`src/rtl/glitch_sequencer.sv`:
```
// Clock-glitch sequencer: after arm and a trigger rise, drives the glitch mux
// enable/mode through a delay, then a train of width/gap-separated pulses.
module glitch_sequencer #(
  parameter int DELAY_W = 16,
  parameter int WIDTH_W = 8,
  parameter int COUNT_W = 8
) (
  input  logic               clk_in,
  input  logic               rst_n,
  input  logic [DELAY_W-1:0] cfg_delay,
  input  logic [WIDTH_W-1:0] cfg_width,
  input  logic [WIDTH_W-1:0] cfg_gap,
  input  logic [COUNT_W-1:0] cfg_count,
  input  logic [7:0]         cfg_mode,
  input  logic               arm,
  input  logic               trigger,
  input  logic               abort,
  output logic               gl_en,
  output logic [7:0]         gl_mode,
  output logic               armed,
  output logic               busy,
  output logic               done,
  output logic               err,
  output logic [COUNT_W-1:0] glitch_idx
);

  typedef enum logic [2:0] {
    S_IDLE, S_ARMED, S_DELAY, S_GLITCH, S_GAP, S_DONE
  } state_t;

  state_t             state;
  logic               trigger_q;
  logic [DELAY_W-1:0] lat_delay, dcnt;
  logic [WIDTH_W-1:0] lat_width, lat_gap, wcnt;
  logic [COUNT_W-1:0] lat_count;
  logic [7:0]         lat_mode;
  logic               rise;

  // trigger_q tracks in every state, so a level already high on entry to ARMED
  // never looks like a rise.
  assign rise  = trigger & ~trigger_q;
  assign armed = (state == S_ARMED);
  assign busy  = (state == S_DELAY) || (state == S_GLITCH) || (state == S_GAP);

  always_ff @(posedge clk_in) begin
    if (!rst_n) begin
      state      <= S_IDLE;
      trigger_q  <= 1'b0;
      lat_delay  <= '0;
      lat_width  <= '0;
      lat_gap    <= '0;
      lat_count  <= '0;
      lat_mode   <= '0;
      dcnt       <= '0;
      wcnt       <= '0;
      gl_en      <= 1'b0;
      gl_mode    <= '0;
      done       <= 1'b0;
      err        <= 1'b0;
      glitch_idx <= '0;
    end else begin
      trigger_q <= trigger;
      done      <= 1'b0;
      err       <= 1'b0;
      if (abort) begin
        state   <= S_IDLE;
        gl_en   <= 1'b0;
        gl_mode <= '0;
      end else begin
        case (state)
          S_IDLE: begin
            if (arm) begin
              if (cfg_mode[3:0] != 4'h0) begin
                lat_delay  <= cfg_delay;
                lat_width  <= (cfg_width == '0) ? WIDTH_W'(1) : cfg_width;
                lat_gap    <= (cfg_gap   == '0) ? WIDTH_W'(1) : cfg_gap;
                lat_count  <= (cfg_count == '0) ? COUNT_W'(1) : cfg_count;
                lat_mode   <= cfg_mode;
                glitch_idx <= '0;
                state      <= S_ARMED;
              end else begin
                err <= 1'b1;
              end
            end
          end
          S_ARMED: begin
            if (rise) begin
              dcnt  <= lat_delay;
              state <= S_DELAY;
            end
          end
          // Counters load length-1 and leave on zero, so field maxima run exactly.
          S_DELAY: begin
            if (dcnt == '0) begin
              state   <= S_GLITCH;
              gl_en   <= 1'b1;
              gl_mode <= lat_mode;
              wcnt    <= lat_width - WIDTH_W'(1);
            end else begin
              dcnt <= dcnt - DELAY_W'(1);
            end
          end
          S_GLITCH: begin
            if (wcnt == '0) begin
              gl_en   <= 1'b0;
              gl_mode <= '0;
              if (glitch_idx != lat_count - COUNT_W'(1)) begin
                wcnt  <= lat_gap - WIDTH_W'(1);
                state <= S_GAP;
              end else begin
                done  <= 1'b1;
                state <= S_DONE;
              end
            end else begin
              wcnt <= wcnt - WIDTH_W'(1);
            end
          end
          S_GAP: begin
            if (wcnt == '0) begin
              state      <= S_GLITCH;
              gl_en      <= 1'b1;
              gl_mode    <= lat_mode;
              wcnt       <= lat_width - WIDTH_W'(1);
              glitch_idx <= glitch_idx + COUNT_W'(1);
            end else begin
              wcnt <= wcnt - WIDTH_W'(1);
            end
          end
          S_DONE:  state <= S_IDLE;
          default: state <= S_IDLE;
        endcase
      end
    end
  end

endmodule

```
`config.mk`:
```
export PLATFORM = sky130hd
export DESIGN_NAME = glitch_sequencer
export DESIGN_NICKNAME = d
export VERILOG_FILES = /design/src/rtl/glitch_sequencer.sv
export SDC_FILE = /design/constraint.sdc
export NUM_CORES = 1
export LEC_CHECK = 0
export BUFFER_PORTS_ARGS = -buffer_cell sky130_fd_sc_hd__buf_2
export CORE_UTILIZATION = 45
export CTS_CLUSTER_SIZE = 30
export DETAILED_ROUTE_END_ITERATION = 12
export GPL_ROUTABILITY_DRIVEN = 0
export GPL_TIMING_DRIVEN = 0
export PLACE_DENSITY = 0.7
export SLEW_MARGIN = 20
export SYNTH_ARGS = -nofsm -noshare
export SYNTH_HDL_FRONTEND = slang
export SYNTH_SLANG_ARGS = --single-unit
```
`constraint.sdc`:
```
create_clock -name clk_in -period 5.5 [get_ports clk_in]
set_input_delay 0.275 -clock clk_in [delete_from_list [all_inputs] [get_ports clk_in]]
set_output_delay 0.275 -clock clk_in [all_outputs]
set_load 0.03 [all_outputs]
```
==> out/metrics.cfg, run 1 <==
[clocking]
post_cts_hold_buffer_count = 0
clock_path_buffers = 2
root_buffer = sky130_fd_sc_hd__clkbuf_8
clock_input_transition_at_the_sequential_cells_of_the_worst_setup_and_hold_paths_ps = 110
post_cts_repair_setup_buffers = 0
h-tree-depth = 3
cts.repair.resized = 0
cts_tree = built
worst_skew_pair.late_latency_ps = 400
cts_buffers = 9
clkSinkCount = 95

[final_layout]
final_core_util = 0.5325
flow.area_growth_from_synthesis_pct = 15.38
final_net_count = 791
post_route_cells_drive_above_1_share = 0.1807
final_cell_mix = 145 x sky130_fd_sc_hd__nand2_1, 95 x sky130_fd_sc_hd__dfxtp_1, 82 x sky130_fd_sc_hd__a21oi_1
antenna_cells_inserted = 0
final_common_cell = sky130_fd_sc_hd__nand2_1

[sta]
clock_skew_ps = 14.47
worst-slew-pin-transition_ps = 734.4
setup_tns_ps = 0
grt_setup_unrepaired = false
number_of_max_slew_violations_in_the_final_report = 0
setup_viol = 0
timing.final.hold_violations = 0
fmax_ghz = 0.3955
slew-limit-headroom = 0.5094
fin_crit_sh = 0.4597
min_period_ps = 2529

[grt]
global_route_wire_length_before_repair_um = 22620
grt_start_max_net_pins = 18
total_routing_usage_reported_by_global_routing = 0.2499
globalRouteOverflowTotal = 0
antenna_found_initial = 1
vias_in_the_first_global_route = 4695

[logic_synthesis]
yosys.area_share.adder = 0.01750
ys_seq_elements = 95
post_synth_and_or_nand_nor_area_fraction = 0.2986
sequential_share_of_the_synthesized_area = 0.3801
yosys.area.top_type_share = 0.3801
synth_top_cell_by_area = sky130_fd_sc_hd__dfxtp_1
netlist-cell-type-count = 71
yosys.area_share.xor_xnor = 0.04376
synth_area_um2 = 5004
muxShareOfSynthArea = 0.008252
compound_gate_fraction_of_synth_area = 0.2106
synthesis.instances = 648
synth_area_per_cell_um2 = 7.722
synth_enable_flop_cells = 0
synthesis.nets = 708
dominantRegCellSynth = sky130_fd_sc_hd__dfxtp_1
largest_family_of_logic_cells_by_synthesized_area = simple AND/OR/NAND/NOR gates
synth_warnings = 0
synth_area_leaders = sky130_fd_sc_hd__dfxtp_1 38%, sky130_fd_sc_hd__nand2_1 11%, sky130_fd_sc_hd__a21oi_1 8.2%
synth_async_sr_flop_share = 0

[route]
avgRoutedWirePerCell_um = 15.85
routed_via_density = 5.687
route.detailed.drc = 0
route.vias.total = 4982
final_wirelength_um = 13890
antenna_left = 0
dr.first_iter.drc_count = 369
drt_pre_antenna_iters = 5

[critical_path]
worst_ep_required_time_ps = 5830
cp_capture_point = gl_mode[7]$_SDFFE_PP0P_
r2r_slack_ps = 2970
arrival_ps = 2850
rr_endpoint = gl_mode[7]$_SDFFE_PP0P_
path_max_fanout = 8
critical_path.cell_chain = inv_1 > ha_1 > nor3b_1 > nand3_2 > o32a_1 > o21ai_2 > nand3_1 > a21oi_1
worst_r2r_startpoint = wcnt[0]$_SDFFE_PN0P_
end_kind = flip-flop
timing.critical_path.from_type = flip-flop
critPathSlowestCell = sky130_fd_sc_hd__nor3b_1
worst_r2r_path_depth = 8
critPathKind = reg -> reg
setup.worst_path.start = wcnt[0]$_SDFFE_PN0P_
crit_path_max_incr_delay_ps = 630

[floorplanning]
die_w_um = 107.4
io-pin-count = 74
core_area_um2 = 10840
die_height_um = 107.4
rows = 38
initial_core_util = 0.4616
die_area_um2 = 11540

[power]
power_dens_cells_nw_per_um2 = 257.4
leakage_power_of_the_design_nw = 2.241
peakVddDrop_v = 0.0002121

[place]
port_buffers = 72
detailed_place_hpwl_um = 10460

[worst_hold_path]
worstHoldPathType = in -> reg

[job]
max_cap_violations = 0

[run_status]
outcome = completed

report_power, final:
group / switching (mW) / internal [mW]
clock network: 0.277 / 0.275
registers: 0.0215 / 0.708
logic: 0.122 / 0.0827
total: 0.420 / 1.07
state kept, by name, summed over array words and instances (netlist names):
| name | cells |
|---|---|
| dcnt | 16 |
| done | 1 |
| err | 1 |
| gl_en | 1 |
| gl_mode | 8 |
| glitch_idx | 8 |
| lat_count | 8 |
| lat_delay | 16 |
| lat_gap | 8 |
| lat_mode | 8 |
| lat_width | 8 |
| state | 3 |
| trigger_q | 1 |
| wcnt | 8 |
area by class of cell:
type                       count  area (um2)
timing repair buffer          72       360.3
tap                          140       175.2
multi-input combinational    505        2895
buffer                        33       150.1
inverter                      15       56.30
sequential                    95        1902
fill                        1052        5067
clock inverter                 6       96.34
clock buffer                  10       137.6
layer usage:
layer / track usage / routed length, um / up-vias / part of all wire
met5: 0 / 0 / - / 0
met4: 0.08415 / 205 / 0 / 0.015
met3: 0.05085 / 834 / 19 / 0.060
met2: 0.4171 / 6751 / 156 / 0.49
met1: 0.3207 / 6094 / 2359 / 0.44
li1: - / - / 2448 / -
worst min path at each step:
stage                                             to               startpoint  slack (ps)  cells after the start
final                      lat_delay[2]$_SDFFE_PN0P_             cfg_delay[2]         110                      3
after global routing       lat_delay[2]$_SDFFE_PN0P_             cfg_delay[2]         100                      3
after CTS                 lat_delay[11]$_SDFFE_PN0P_            cfg_delay[11]         100                      3
after detailed placement     gl_mode[5]$_SDFFE_PP0P_  gl_mode[5]$_SDFFE_PP0P_         440                      2
after global placement       gl_mode[5]$_SDFFE_PP0P_  gl_mode[5]$_SDFFE_PP0P_         440                      2
after floorplan                 trigger_q$_SDFF_PN0_                  trigger         400                      1
Yosys cell counts (5+ instances only):
cell type / instances
sky130_fd_sc_hd__nand2b_1: 5
sky130_fd_sc_hd__a31oi_1: 6
sky130_fd_sc_hd__dfxtp_1: 95
sky130_fd_sc_hd__xnor2_1: 9
sky130_fd_sc_hd__nor2_1: 39
sky130_fd_sc_hd__a211oi_1: 5
sky130_fd_sc_hd__ha_1: 7
sky130_fd_sc_hd__inv_1: 14
sky130_fd_sc_hd__nand3_1: 19
sky130_fd_sc_hd__or4_1: 9
sky130_fd_sc_hd__nand2_1: 145
sky130_fd_sc_hd__clkbuf_1: 24
sky130_fd_sc_hd__nor4_1: 6
sky130_fd_sc_hd__xor2_1: 16
sky130_fd_sc_hd__nor3_1: 17
sky130_fd_sc_hd__a21oi_1: 82
sky130_fd_sc_hd__o21ai_1: 11
sky130_fd_sc_hd__nand4_1: 8
sky130_fd_sc_hd__o21ai_0: 23
sky130_fd_sc_hd__buf_2: 6
stage by stage:
step / std cells / power [mW] / area, um2 / hold slack, ps / setup slack (ps)
after floorplan: 648 / 0.8793 / 5004 / 402.3 / 3402
after global placement: 860 / 0.9403 / 5539 / 442.6 / 3031
after detailed placement: 860 / 0.9470 / 5539 / 442.2 / 3005
after CTS: 876 / 1.489 / 5773 / 99.05 / 2992
after global routing: 876 / 1.541 / 5773 / 104.8 / 2769
final: 876 / 1.486 / 5773 / 107.9 / 2971
kinds of logic after synthesis:
logic type,Yosys count
simple gates,298
mux,4
fa+ha+maj,7
flops,95
compound gates,171
buf+inv,48
xor+xnor,25
critical path, delay by kind of cell (launching register included):
kind                       cells  cell delay, ps
AOI/OAI and AO/OA              3             790
buffers and inverters          1              90
adders and majority gates      1             190
DFF                            1             360
and+or+nand+nor                3            1020
(Power assumes the default switching activity.)
==> inputs of run 2 (changes only) <==
- ABC_AREA: not set -> 1
- clock period: 5.5 -> 2.41 ns (I/O delays scaled with it)
==> run 2 against run 1 <==
Effect of this change:
- register-to-register slack lost 2700 ps
- clock skew decreased by 5.6 ps
- combinational power grew to 5.0 times the previous value
- critical endpoint is now lat_delay[2]$_SDFFE_PN0P_
==> out/metrics.cfg, run 2 <==
[run_status]
outcome = completed

[route]
avgRoutedWirePerCell_um = 13.43  ; -15%
route.detailed.drc = 0  ; unchanged
final_wirelength_um = 13500  ; -2.8%
routed_via_density = 5.158  ; -9.3%
dr.first_iter.drc_count = 233  ; -37%
drt_pre_antenna_iters = 5  ; unchanged
antenna_left = 0  ; unchanged
route.vias.total = 5184  ; +4.1%

[critical_path]
rr_endpoint = lat_delay[2]$_SDFFE_PN0P_
setup.worst_path.start = wcnt[0]$_SDFFE_PN0P_
timing.critical_path.from_type = flip-flop
path_max_fanout = 10  ; +2
critical_path.cell_chain = inv_1 > ha_1 > nand2_1 > inv_1 > nand2_2 > nand2_2 > o211ai_4 > nor2_4 > inv_2 > buf_2 > o21ai_1 > a21oi_1
r2r_slack_ps = 290  ; -2680 ps
worst_ep_required_time_ps = 2650  ; -3180 ps
worst_r2r_startpoint = wcnt[0]$_SDFFE_PN0P_
end_kind = flip-flop
critPathSlowestCell = sky130_fd_sc_hd__dfxtp_1
crit_path_max_incr_delay_ps = 330  ; -300 ps
worst_r2r_path_depth = 12  ; +4
critPathKind = reg -> reg
cp_capture_point = lat_delay[2]$_SDFFE_PN0P_
arrival_ps = 2360  ; -490 ps

[logic_synthesis]
sequential_share_of_the_synthesized_area = 0.3693  ; -0.01080
synthesis.nets = 827  ; +17%
ys_top_cells_by_count = 130 x sky130_fd_sc_hd__nand2_1, 120 x sky130_fd_sc_hd__nor2_1, 95 x sky130_fd_sc_hd__dfxtp_1, 75 x sky130_fd_sc_hd__a21oi_1, 73 x sky130_fd_sc_hd__inv_1
synth_top_cell_by_area = sky130_fd_sc_hd__dfxtp_1
synth_area_per_cell_um2 = 6.714  ; -13%
synth_area_leaders = sky130_fd_sc_hd__dfxtp_1 37%, sky130_fd_sc_hd__nand2_1 9.5%, sky130_fd_sc_hd__nor2_1 8.7%
dominantRegCellSynth = sky130_fd_sc_hd__dfxtp_1
synth_area_um2 = 5150  ; +2.9%
yosys.area.top_type_share = 0.3693  ; -0.01080
synth_warnings = 0  ; unchanged
ys_seq_elements = 95  ; unchanged
synth_enable_flop_cells = 0  ; unchanged
synth_async_sr_flop_share = 0  ; unchanged
yosys.cell_count.top_type = sky130_fd_sc_hd__nand2_1
netlist-cell-type-count = 37  ; -48%
synthesis.instances = 767  ; +18%

[place]
dp_slack_ps = 301.3  ; -2704 ps
detailed_place_hpwl_um = 9979  ; -4.6%
port_buffers = 72  ; unchanged

[sta]
setup_tns_ps = 0  ; unchanged
slew-limit-headroom = 0.5320  ; +0.02269
setup_viol = 0  ; unchanged
min_period_ps = 2120  ; -408.6 ps
clock_skew_ps = 8.918  ; -5.553 ps
post-route-worst-setup-slack_ps = 289.9  ; -2681 ps
fmax_ghz = 0.4717  ; +19%
fin_crit_sh = 0.8797  ; +0.4199
grt_setup_unrepaired = false
number_of_max_slew_violations_in_the_final_report = 0  ; unchanged
timing.final.hold_violations = 0  ; unchanged
worst-slew-pin-transition_ps = 701.9  ; -32.44 ps

[final_layout]
antenna_cells_inserted = 0  ; unchanged
flow.area_growth_from_synthesis_pct = 18.93
ff_latch_area_um2 = 1902  ; unchanged
post_route_cells_drive_above_1_share = 0.1549  ; -0.02579
final_net_count = 920  ; +16%
final_cell_mix = 130 x sky130_fd_sc_hd__nand2_1, 120 x sky130_fd_sc_hd__nor2_1, 95 x sky130_fd_sc_hd__dfxtp_1
multi_input_area_um2 = 2788  ; -3.7%
n_fill_cell = 1104  ; +4.9%
top_regs = dcnt: 16 flops, lat_delay: 16 flops
final_common_cell = sky130_fd_sc_hd__nand2_1

[clocking]
worst_skew_pair.late_latency_ps = 350  ; -50 ps
clock_path_buffers = 2  ; unchanged
cts.repair.resized = 0  ; unchanged
clkSinkCount = 95  ; unchanged
post_cts_repair_setup_buffers = 0  ; unchanged
clock_input_transition_at_the_sequential_cells_of_the_worst_setup_and_hold_paths_ps = 70  ; -40 ps
cts_buffers = 9  ; unchanged
cts_tree = built
h-tree-depth = 3  ; unchanged
root_buffer = sky130_fd_sc_hd__clkbuf_16

[grt]
grt_start_max_net_pins = 16  ; -2
antenna_found_initial = 0  ; -1
vias_in_the_first_global_route = 4819  ; +2.6%
global_route_wire_length_before_repair_um = 22500  ; -0.52%
globalRouteOverflowTotal = 0  ; unchanged
total_routing_usage_reported_by_global_routing = 0.2427  ; -0.007245

[job]
max_cap_violations = 0  ; unchanged

[floorplanning]
core_area_um2 = 10980  ; +1.3%
die_height_um = 109.0  ; +1.4%
die_area_um2 = 11880  ; +2.9%
rows = 38  ; unchanged
die_w_um = 109.0  ; +1.4%
initial_core_util = 0.4689  ; +0.007334
io-pin-count = 74  ; unchanged

[worst_hold_path]
timing.hold.worst.start = cfg_delay[10]
worstHoldPathType = in -> reg

[power]
peakVddDrop_v = 0.0005606  ; +160%
leakage_power_of_the_design_nw = 2.800  ; +25%
power_dens_cells_nw_per_um2 = 720.9  ; +180%

## run 2: changes by cell type in the layout (fill, tap and decap cells not counted), sizes merged, moves of 7 or more
cell         before  now
o21ai            35   79
nand2           146  136
a21oi            83   75
dlygate4sd3       0   10
buf              81   90
clkbuf           34   22
nor2             43  129
nor4             11    4
nor3             19   10
inv              18   81
or4              10    0
nand3            20   67
## run 2: what timing repair did
action	CTS	global route
hold buffers	10	0
endpoints found under the setup margin	0	0
endpoints found under the hold margin	10	0
## run 2: critical path, delay by kind of cell, from the launching register on
kind	cells	cell delay (ps)
AOI/OAI and AO/OA	3	340
adders and majority gates	1	190
buffers and inverters	4	560
DFF	1	330
and+or+nand+nor	4	580
## run 2: stage by stage
| stage | hold WS (ps) | instances | instance area [um2] | power [mW] | utilization |
|---|---|---|---|---|---|
| final | 3.627 | 1005 | 6125 | 4.415 | 0.5576 |
| after global routing | 12.44 | 1005 | 6125 | 4.651 | 0.5576 |
| after CTS | 0.2898 | 1005 | 6125 | 4.438 | 0.5576 |
| after detailed placement | 327.8 | 979 | 5685 | 2.791 | 0.5177 |
| after global placement | 318.2 | 979 | 5685 | 2.784 | 0.5177 |
| after floorplan | 218.1 | 767 | 5150 | 2.530 | - |
## run 2: cell type report
cell class / instances / area share
plain buffers: 29 / 0.02513
clock buffers: 11 / 0.03800
clock inverters: 5 / 0.01736
inverters: 81 / 0.05005
multi-input cells: 562 / 0.4552
flip-flops and latches: 95 / 0.3105
well taps: 140 / 0.02860
repair buffers: 82 / 0.07518
## run 2: how the worst min path moves through the flow
stage	end	slack, ps	cells past startpoint
5_1_grt	lat_mode[1]$_SDFFE_PN0P_	10	3
6_report	lat_delay[10]$_SDFFE_PN0P_	4	3
3_5_place_dp	trigger_q$_SDFF_PN0_	330	3
3_3_place_gp	trigger_q$_SDFF_PN0_	320	3
4_1_cts	lat_delay[10]$_SDFFE_PN0P_	0.3	3
2_1_floorplan	trigger_q$_SDFF_PN0_	220	2
## run 2: logic make-up after synthesis
logic type,synth area share
compound gates,0.1725
fa+ha+maj,0.01701
mux,0.01166
buf+inv,0.08941
simple gates,0.3078
flops,0.3693
xor+xnor,0.03231
## run 2: routing by layer
layer,global-route usage,routed length (um),vias to the layer above
li1,-,-,2718
met1,0.3014,6327,2342
met2,0.4187,6455,102
met3,0.04363,445,22
met4,0.08494,273,0
met5,0,0,-
## run 2: report_power, final
group / leakage (nW) / switching (mW) / total [mW] / internal, mW
registers: 0.776 / 0.0913 / 1.77 / 1.67
logic: 1.86 / 0.632 / 1.02 / 0.383
clock network: 0.160 / 0.617 / 1.63 / 1.02
total: 2.80 / 1.34 / 4.42 / 3.07
